[config.mk]
export PLATFORM = sky130hd
export DESIGN_NAME = clkdiv_switch
export DESIGN_NICKNAME = d
export VERILOG_FILES = /design/src/rtl/clkdiv_switch.sv
export SDC_FILE = /design/constraint.sdc
export NUM_CORES = 1
export LEC_CHECK = 0
export CAP_MARGIN = 30
export CORE_MARGIN = 2
export CORE_UTILIZATION = 49
export DETAILED_ROUTE_END_ITERATION = 7
export PLACE_DENSITY = 0.83
export SKIP_CTS_REPAIR_TIMING = 1
export SLEW_MARGIN = 15
export SYNTH_ARGS = -nofsm -noshare
export SYNTH_HDL_FRONTEND = slang
export SYNTH_SLANG_ARGS = --single-unit
[constraint.sdc]
create_clock -name clk -period 3.4 [get_ports clk]
set_clock_uncertainty 0.1 [all_clocks]
set_input_delay 0.68 -clock clk [delete_from_list [all_inputs] [get_ports clk]]
set_output_delay 0.68 -clock clk [all_outputs]
set_load 0.005 [all_outputs]
[src/rtl/clkdiv_switch.sv]
// clkdiv_switch: single-clock programmable clock divider.
// clkout is derived from clk by counting NSEL-selectable half-period lengths.
// Ratio changes and run/stop requests are applied only at the low-to-high
// period boundary, so clkout never produces a runt pulse. The only exception
// is a synchronous reset, which forces clkout low at once.
module clkdiv_switch #(
  parameter int NSEL = 4,
  parameter int SELW = 2,
  parameter int DW   = 8
) (
  input  logic                 clk,
  input  logic                 coldres_n,
  input  logic [NSEL*DW-1:0]   div_tbl,
  input  logic [SELW-1:0]      sel,
  input  logic                 en,
  output logic                 clkout,
  output logic                 clk_rise,
  output logic                 clk_fall,
  output logic [SELW-1:0]      cur_sel,
  output logic                 pending
);

  // NSEL may equal 2**SELW, so the bound needs one extra bit.
  localparam logic [SELW:0] NSEL_W = (SELW+1)'(NSEL);

  logic [SELW-1:0] sel_q;
  logic [DW-1:0]   cnt;

  logic            clkout_d;
  logic            rise_d;
  logic            fall_d;
  logic [SELW-1:0] cur_sel_d;
  logic [DW-1:0]   cnt_d;

  // Reload value for a half-period: H(k)-1, with an entry of 0 treated as H=1.
  // The table is looked up with a loop so that indices beyond NSEL-1 are safe.
  function automatic logic [DW-1:0] reload_val(
    input logic [NSEL*DW-1:0] tbl,
    input logic [SELW-1:0]    k
  );
    logic [DW-1:0] h;
    h = '0;
    for (int i = 0; i < NSEL; i++) begin
      if (SELW'(i) == k) h = tbl[i*DW +: DW];
    end
    if (h == '0) return '0;
    return h - DW'(1);
  endfunction

  // Requested ratio register; out-of-range requests are ignored.
  always_ff @(posedge clk) begin
    if (!coldres_n) begin
      sel_q <= '0;
    end else if ({1'b0, sel} < NSEL_W) begin
      sel_q <= sel;
    end
  end

  // Next-state: boundary handling, falling edge, or plain count-down.
  always_comb begin
    clkout_d  = clkout;
    rise_d    = 1'b0;
    fall_d    = 1'b0;
    cur_sel_d = cur_sel;
    cnt_d     = cnt;
    if (cnt == '0) begin
      if (!clkout) begin
        // Period boundary: adopt the requested ratio even while stopped so
        // that the first period after restart already uses it.
        cur_sel_d = sel_q;
        if (en) begin
          clkout_d = 1'b1;
          rise_d   = 1'b1;
          cnt_d    = reload_val(div_tbl, sel_q);
        end
      end else begin
        // End of high phase: the matching low phase always follows.
        clkout_d = 1'b0;
        fall_d   = 1'b1;
        cnt_d    = reload_val(div_tbl, cur_sel);
      end
    end else begin
      cnt_d = cnt - DW'(1);
    end
  end

  // Output and counter registers.
  always_ff @(posedge clk) begin
    if (!coldres_n) begin
      clkout   <= 1'b0;
      clk_rise <= 1'b0;
      clk_fall <= 1'b0;
      cur_sel  <= '0;
      cnt      <= '0;
    end else begin
      clkout   <= clkout_d;
      clk_rise <= rise_d;
      clk_fall <= fall_d;
      cur_sel  <= cur_sel_d;
      cnt      <= cnt_d;
    end
  end

  assign pending = (sel_q != cur_sel);

endmodule

==> flow_summary.ini, run 1 <==
[placed_design]
dpl.cell_count = 246
io_buffers = 42
dp_slack_ns = 0.205
gp_congestion = 0.923
place_hpwl_um = 3440

[clock_tree]
htree_num_levels = 1
cts_tree = done
cts_buffer_depth = 2
cts.sinks = 15
root_buffer = clkbuf_4
clkTransAtPathRegs_ns = 0.09
cts_buffers = 3
clk_latency_ns = 0.29

[routing]
drc = 0
post_drt_via_cell_ratio = 6.05
firstDrtPassIters = 4
antenna_left = 0
drtIter0Drc = 82
wire_per_inst_um = 16.6
wirelength_um = 4140
via_count = 1512

[sta]
fin_crit_ns = 2.96
timing.fmax_mhz = 337
setup_tns_ns = 0
min_period_over_period_pct = 87.2
setup_viol = 0
relSlewSlack_pct = 59.4
tightest_slew_ns = 0.608
hold_violations = 0
drv_slew = 0
rsz0062_at_grt = false
setup_slack_ns = 0.437

[grt]
grt_overflow = 0
antenna_found_initial = 0
grt_max_degree = 19
grt_pass1_vias = 1575
grt_pass1_wl_um = 7230
grt.total_usage_pct = 26.3

[worst_hold_path]
hold_class = register to register
holdCritStartpoint = cnt[4]$_SDFFE_PN0P_

[status]
status = finished clean

[cells_and_area]
nFillCells = 246
diodes = 0
syn2layout_area_growth_pct = 30.4
finalNonFillerCells = 250
drive_gt1_share_pct = 13.6
finalNetCount = 247
fin_util_pct = 67.6

[floorplan]
die_w_um = 60.8
initial_core_util_pct = 51.8
ios = 43
die_height_um = 60.8
rows = 20
dieArea_um2 = 3700
coreArea_um2 = 3050

[synth]
ys_seq_elements = 15
synth_top_family_by_area = multiplexers
synth_nets = 205
synth_compound_area_share_pct = 19.4
synth_top_area_share_pct = 22.8
netlist_area_um2 = 1580
yosys.area.top_type = mux4_2
yosys_warnings = 0
synthMuxAreaShare_pct = 28.6
ys_types = 53
seq_area_frac_synth_pct = 19.0
synth-edff-count = 0
async_reset_ff_share_pct = 0
synth_ff_type = dfxtp_1
avgSynthCellArea_um2 = 9.59
syn_inst = 165
yosys-top-cells-area = mux4_2, dfxtp_1, mux4_1
synth-xor-area-share_pct = 3.32
synth_fa_ha_area_share_pct = 2.37
yosys.area_share.simple_pct = 21.7

[setup_path]
endpoint_kind = register
crit_required_ns = 3.48
critPathKind = input port to register
crit_arrival_ns = 3.04
cp-start-kind = input port
reg2reg_from = cur_sel[0]$_SDFFE_PN0P_
crit_start = div_tbl[29]
cp_max_fo = 5

[power]
power_density_nw_per_um2 = 500
finalPower_w = 0.00103
p_leak_nw = 0.702
ir_drop_mv = 0.288

[run]
max_cap_viol_count = 0
## layer usage
metal / track usage [%] / vias to the layer above / part of all wire (%)
met1: 32.6 / 722 / 42
met4: 6.52 / 0 / 0.70
met3: 5.12 / 4 / 6.0
li1: - / 730 / -
met5: 0 / - / 0
met2: 47.2 / 56 / 52
## per-stage QoR
stage	instance area [µm²]	hold slack [ns]
2_1_floorplan	1580	0.399
6_report	2060	0.455
4_1_cts	2060	0.447
3_3_place_gp	2040	0.418
3_5_place_dp	2040	0.433
5_1_grt	2060	0.516
## flip-flops by register name, summed over array words and instances (netlist names)
signal	flops
cnt	8
cur_sel	2
sel_q	2
clk_fall	1
clk_rise	1
clkout	1
## synthesized netlist by cell type, drive strengths merged, types with 3 or more instances
cell    number
mux4        18
dfxtp       15
nor2        14
inv         11
o21ai        7
nand2        6
buf          5
nor3         5
nor4         5
or2          5
or3          5
or4          5
xnor2        5
a21oi        4
a31oi        4
mux2i        4
o21a         4
and3         3
clkbuf       3
ha           3
o2111a       3
## final timing paths
| kind | endpoint | slack [ns] | cells past startpoint |
|---|---|---|---|
| worst min-delay path | cnt[4]$_SDFFE_PN0P_ | 0.45 | 2 |
| worst max register to register | cnt[6]$_SDFFE_PN0P_ | 0.51 | 8 |
| worst max-delay path | cnt[1]$_SDFFE_PN0P_ | 0.44 | 6 |
| worst min register to register | cnt[4]$_SDFFE_PN0P_ | 0.45 | 2 |
## layout by cell type, fill, tap and decap left out, types with 3 or more instances in the layout
cell type and count:
clkdlybuf4s50_1 42, mux4_2 16, dfxtp_1 15, nor2_1 14, inv_1 11, nand2_1 6, xnor2_1 5, nor4_1 5
or3_1 5, mux2i_1 4, or2_1 4, nor3_1 4, a21oi_1 4, a31oi_1 4, o21ai_0 4, o21a_1 4
o21ai_1 3, and3_1 3, o2111a_1 3, or4_1 3, ha_1 3, clkbuf_4 3, buf_4 3
## power breakdown
group / internal [W] / leakage, nW / switching [W]
logic: 0.000308 / 0.561 / 0.000328
registers: 0.000227 / 0.123 / 0.0000654
clock network: 0.0000437 / 0.0177 / 0.0000603
## cell families after synthesis
| group | after synthesis |
|---|---|
| DFF | 15 |
| buffers and inverters | 20 |
| and+or+nand+nor | 60 |
| adders and majority gates | 3 |
| xor gates and xnor gates | 6 |
| muxes | 22 |
| AOI/OAI and AO/OA | 39 |
## area by class of cell
type | instances | area [µm²] | area share, %
flip-flops and latches | 15 | 300 | 14.6
clock buffers | 3 | 22.5 | 1.09
clock inverters | 1 | 5.00 | 0.243
multi-input cells | 130 | 1190 | 57.8
repair buffers | 45 | 443 | 21.5
inverters | 12 | 45.0 | 2.18
well taps | 44 | 55.1 | 2.67
## worst max-delay path: stages
cell,delay (ns)
clkdlybuf4s50_1,0.43
mux4_2,0.54
nor4_1,0.51
a31oi_1,0.29
a221o_1,0.36
o2111a_1,0.22
Note: power is estimated with default switching activity, not from simulation.
==> run 2: changes to the inputs <==
- ABC_CLOCK_PERIOD_IN_PS: not set -> 3400
==> results of run 2 <==
No change in the layout: final DEF, timing and power equal those of run 1.
==> run 3: changes to the inputs <==
- CELL_PAD_IN_SITES_DETAIL_PLACEMENT: not set -> 1
- CELL_PAD_IN_SITES_GLOBAL_PLACEMENT: not set -> 1
- CORE_UTILIZATION: 49 -> 37
==> flow_summary.ini, run 3 (synthesis gave the netlist of run 1 again) <==
[status]
status = finished clean

[routing]
firstDrtPassIters = 4
drc = 0
via_count = 1554
wire_per_inst_um = 18.6
post_drt_via_cell_ratio = 6.07
antenna_left = 0
wirelength_um = 4760
drtIter0Drc = 73

[grt]
grt.total_usage_pct = 21.1
grt_max_degree = 19
grt_pass1_vias = 1711
antenna_found_initial = 0
grt_overflow = 0
grt_pass1_wl_um = 8380

[cells_and_area]
largest_reg_flops = 8
drive_gt1_share_pct = 13.1
final_cell_mix = clkdlybuf4s50_1, mux4_2, dfxtp_1
finalNetCount = 247
regMostFlops = cnt
final_common_cell = clkdlybuf4s50_1
finalNonFillerCells = 256
largest_registers = cnt x8, cur_sel x2, sel_q x2
syn2layout_area_growth_pct = 31.9
diodes = 0

[setup_path]
endpoint_kind = register
cp-start-kind = input port
critPathKind = input port to register
crit_arrival_ns = 3.03
worst_r2r_endpoint = cnt[5]$_SDFFE_PN0P_
crit_required_ns = 3.46
reg2regPathDepth = 6
r2r_slack_ns = 0.51
cp_max_fo = 4
reg2reg_from = cur_sel[0]$_SDFFE_PN0P_

[sta]
relSlewSlack_pct = 56.9
setup_viol = 0
rsz0062_at_grt = false
drv_slew = 0
setup_tns_ns = 0
hold_violations = 0
timing.fmax_mhz = 337
fin_crit_ns = 2.97
tightest_slew_ns = 0.646
min_period_over_period_pct = 87.4

[clock_tree]
cts_buffers = 3
cts_buffer_depth = 2
cts_tree = done
cts.sinks = 15
root_buffer = clkbuf_8
clk_latency_ns = 0.25
htree_num_levels = 1
clkTransAtPathRegs_ns = 0.06

[floorplan]
initial_core_util_pct = 39.0
rows = 23
die_w_um = 69.4
die_height_um = 69.4
dieArea_um2 = 4820
coreArea_um2 = 4060
ios = 43

[power]
power.switching_w = 0.000473
ir_drop_mv = 0.220
switching_share_pct = 43.3
power_density_nw_per_um2 = 524
pwr-share-clk_pct = 13.6
p_int_w = 0.000620
p_seq_share_pct = 27.0
p_leak_nw = 0.707
power_frac_comb_pct = 59.4

[placed_design]
gp_congestion = 0.821
place_hpwl_um = 3990
dpl.cell_count = 252
io_buffers = 42

[worst_hold_path]
hold_class = register to register
holdPathStages = 2
hold_end = cnt[4]$_SDFFE_PN0P_
holdCritStartpoint = cnt[4]$_SDFFE_PN0P_

[run]
max_cap_viol_count = 0
-- run 3: worst max-delay path, cell delays in order --
cell             delay [ns]
clkdlybuf4s50_1        0.43
mux4_2                 0.55
inv_1                  0.09
ha_1                   0.17
clkinv_1               0.16
nor3_2                 0.35
and4b_1                0.24
o21ai_1                0.08
a311oi_1               0.28
-- run 3: routing by layer --
metal / global-route usage [%] / vias to the layer above / part of all wire (%)
li1: - / 737 / -
met1: 24.9 / 770 / 43
met2: 40.6 / 43 / 52
met3: 4.07 / 4 / 4.2
met4: 1.96 / 0 / 0.80
met5: 0 / - / 0
-- run 3: power by group through the flow --
stage	sequential (W)	combinational, W	clock, W
floorplan	0.000268	0.000483	0
global placement	0.000293	0.000613	0
detailed placement	0.000300	0.000645	0
CTS	0.000296	0.000651	0.000153
global route	0.000305	0.000713	0.000159
finish	0.000295	0.000649	0.000149
-- run 3: final cells by class --
cell class,count,area [µm²]
fillers,457,1970
multi-input cells,130,1190
repair buffers,45,443
flip-flops and latches,15,300
well taps,50,62.6
clock buffers,4,45.0
inverters,12,45.0
-- run 3: worst max-delay path by stage --
| stage | end | slack, ns | from | cells past startpoint |
|---|---|---|---|---|
| after floorplan | cnt[4]$_SDFFE_PN0P_ | 0.77 | sel_q[0]$_SDFF_PN0_ | 8 |
| after global placement | cnt[4]$_SDFFE_PN0P_ | 0.25 | div_tbl[24] | 8 |
| after detailed placement | cnt[6]$_SDFFE_PN0P_ | 0.17 | div_tbl[24] | 9 |
| after CTS | cnt[6]$_SDFFE_PN0P_ | 0.43 | div_tbl[24] | 9 |
| after global routing | cnt[6]$_SDFFE_PN0P_ | 0.29 | div_tbl[16] | 9 |
| final | cnt[6]$_SDFFE_PN0P_ | 0.43 | div_tbl[24] | 9 |
-- run 3: stage by stage --
| stage | util, % | cell area, µm² | worst slack (ns) | power, W | hold slack, ns |
|---|---|---|---|---|---|
| global route | 51.5 | 2090 | 0.291 | 0.00118 | 0.493 |
| detailed placement | 50.4 | 2040 | 0.168 | 0.000945 | 0.464 |
| global placement | 50.4 | 2040 | 0.249 | 0.000906 | 0.425 |
| floorplan | - | 1580 | 0.771 | 0.000751 | 0.399 |
| CTS | 51.5 | 2090 | 0.428 | 0.00110 | 0.477 |
| finish | 51.5 | 2090 | 0.430 | 0.00109 | 0.473 |
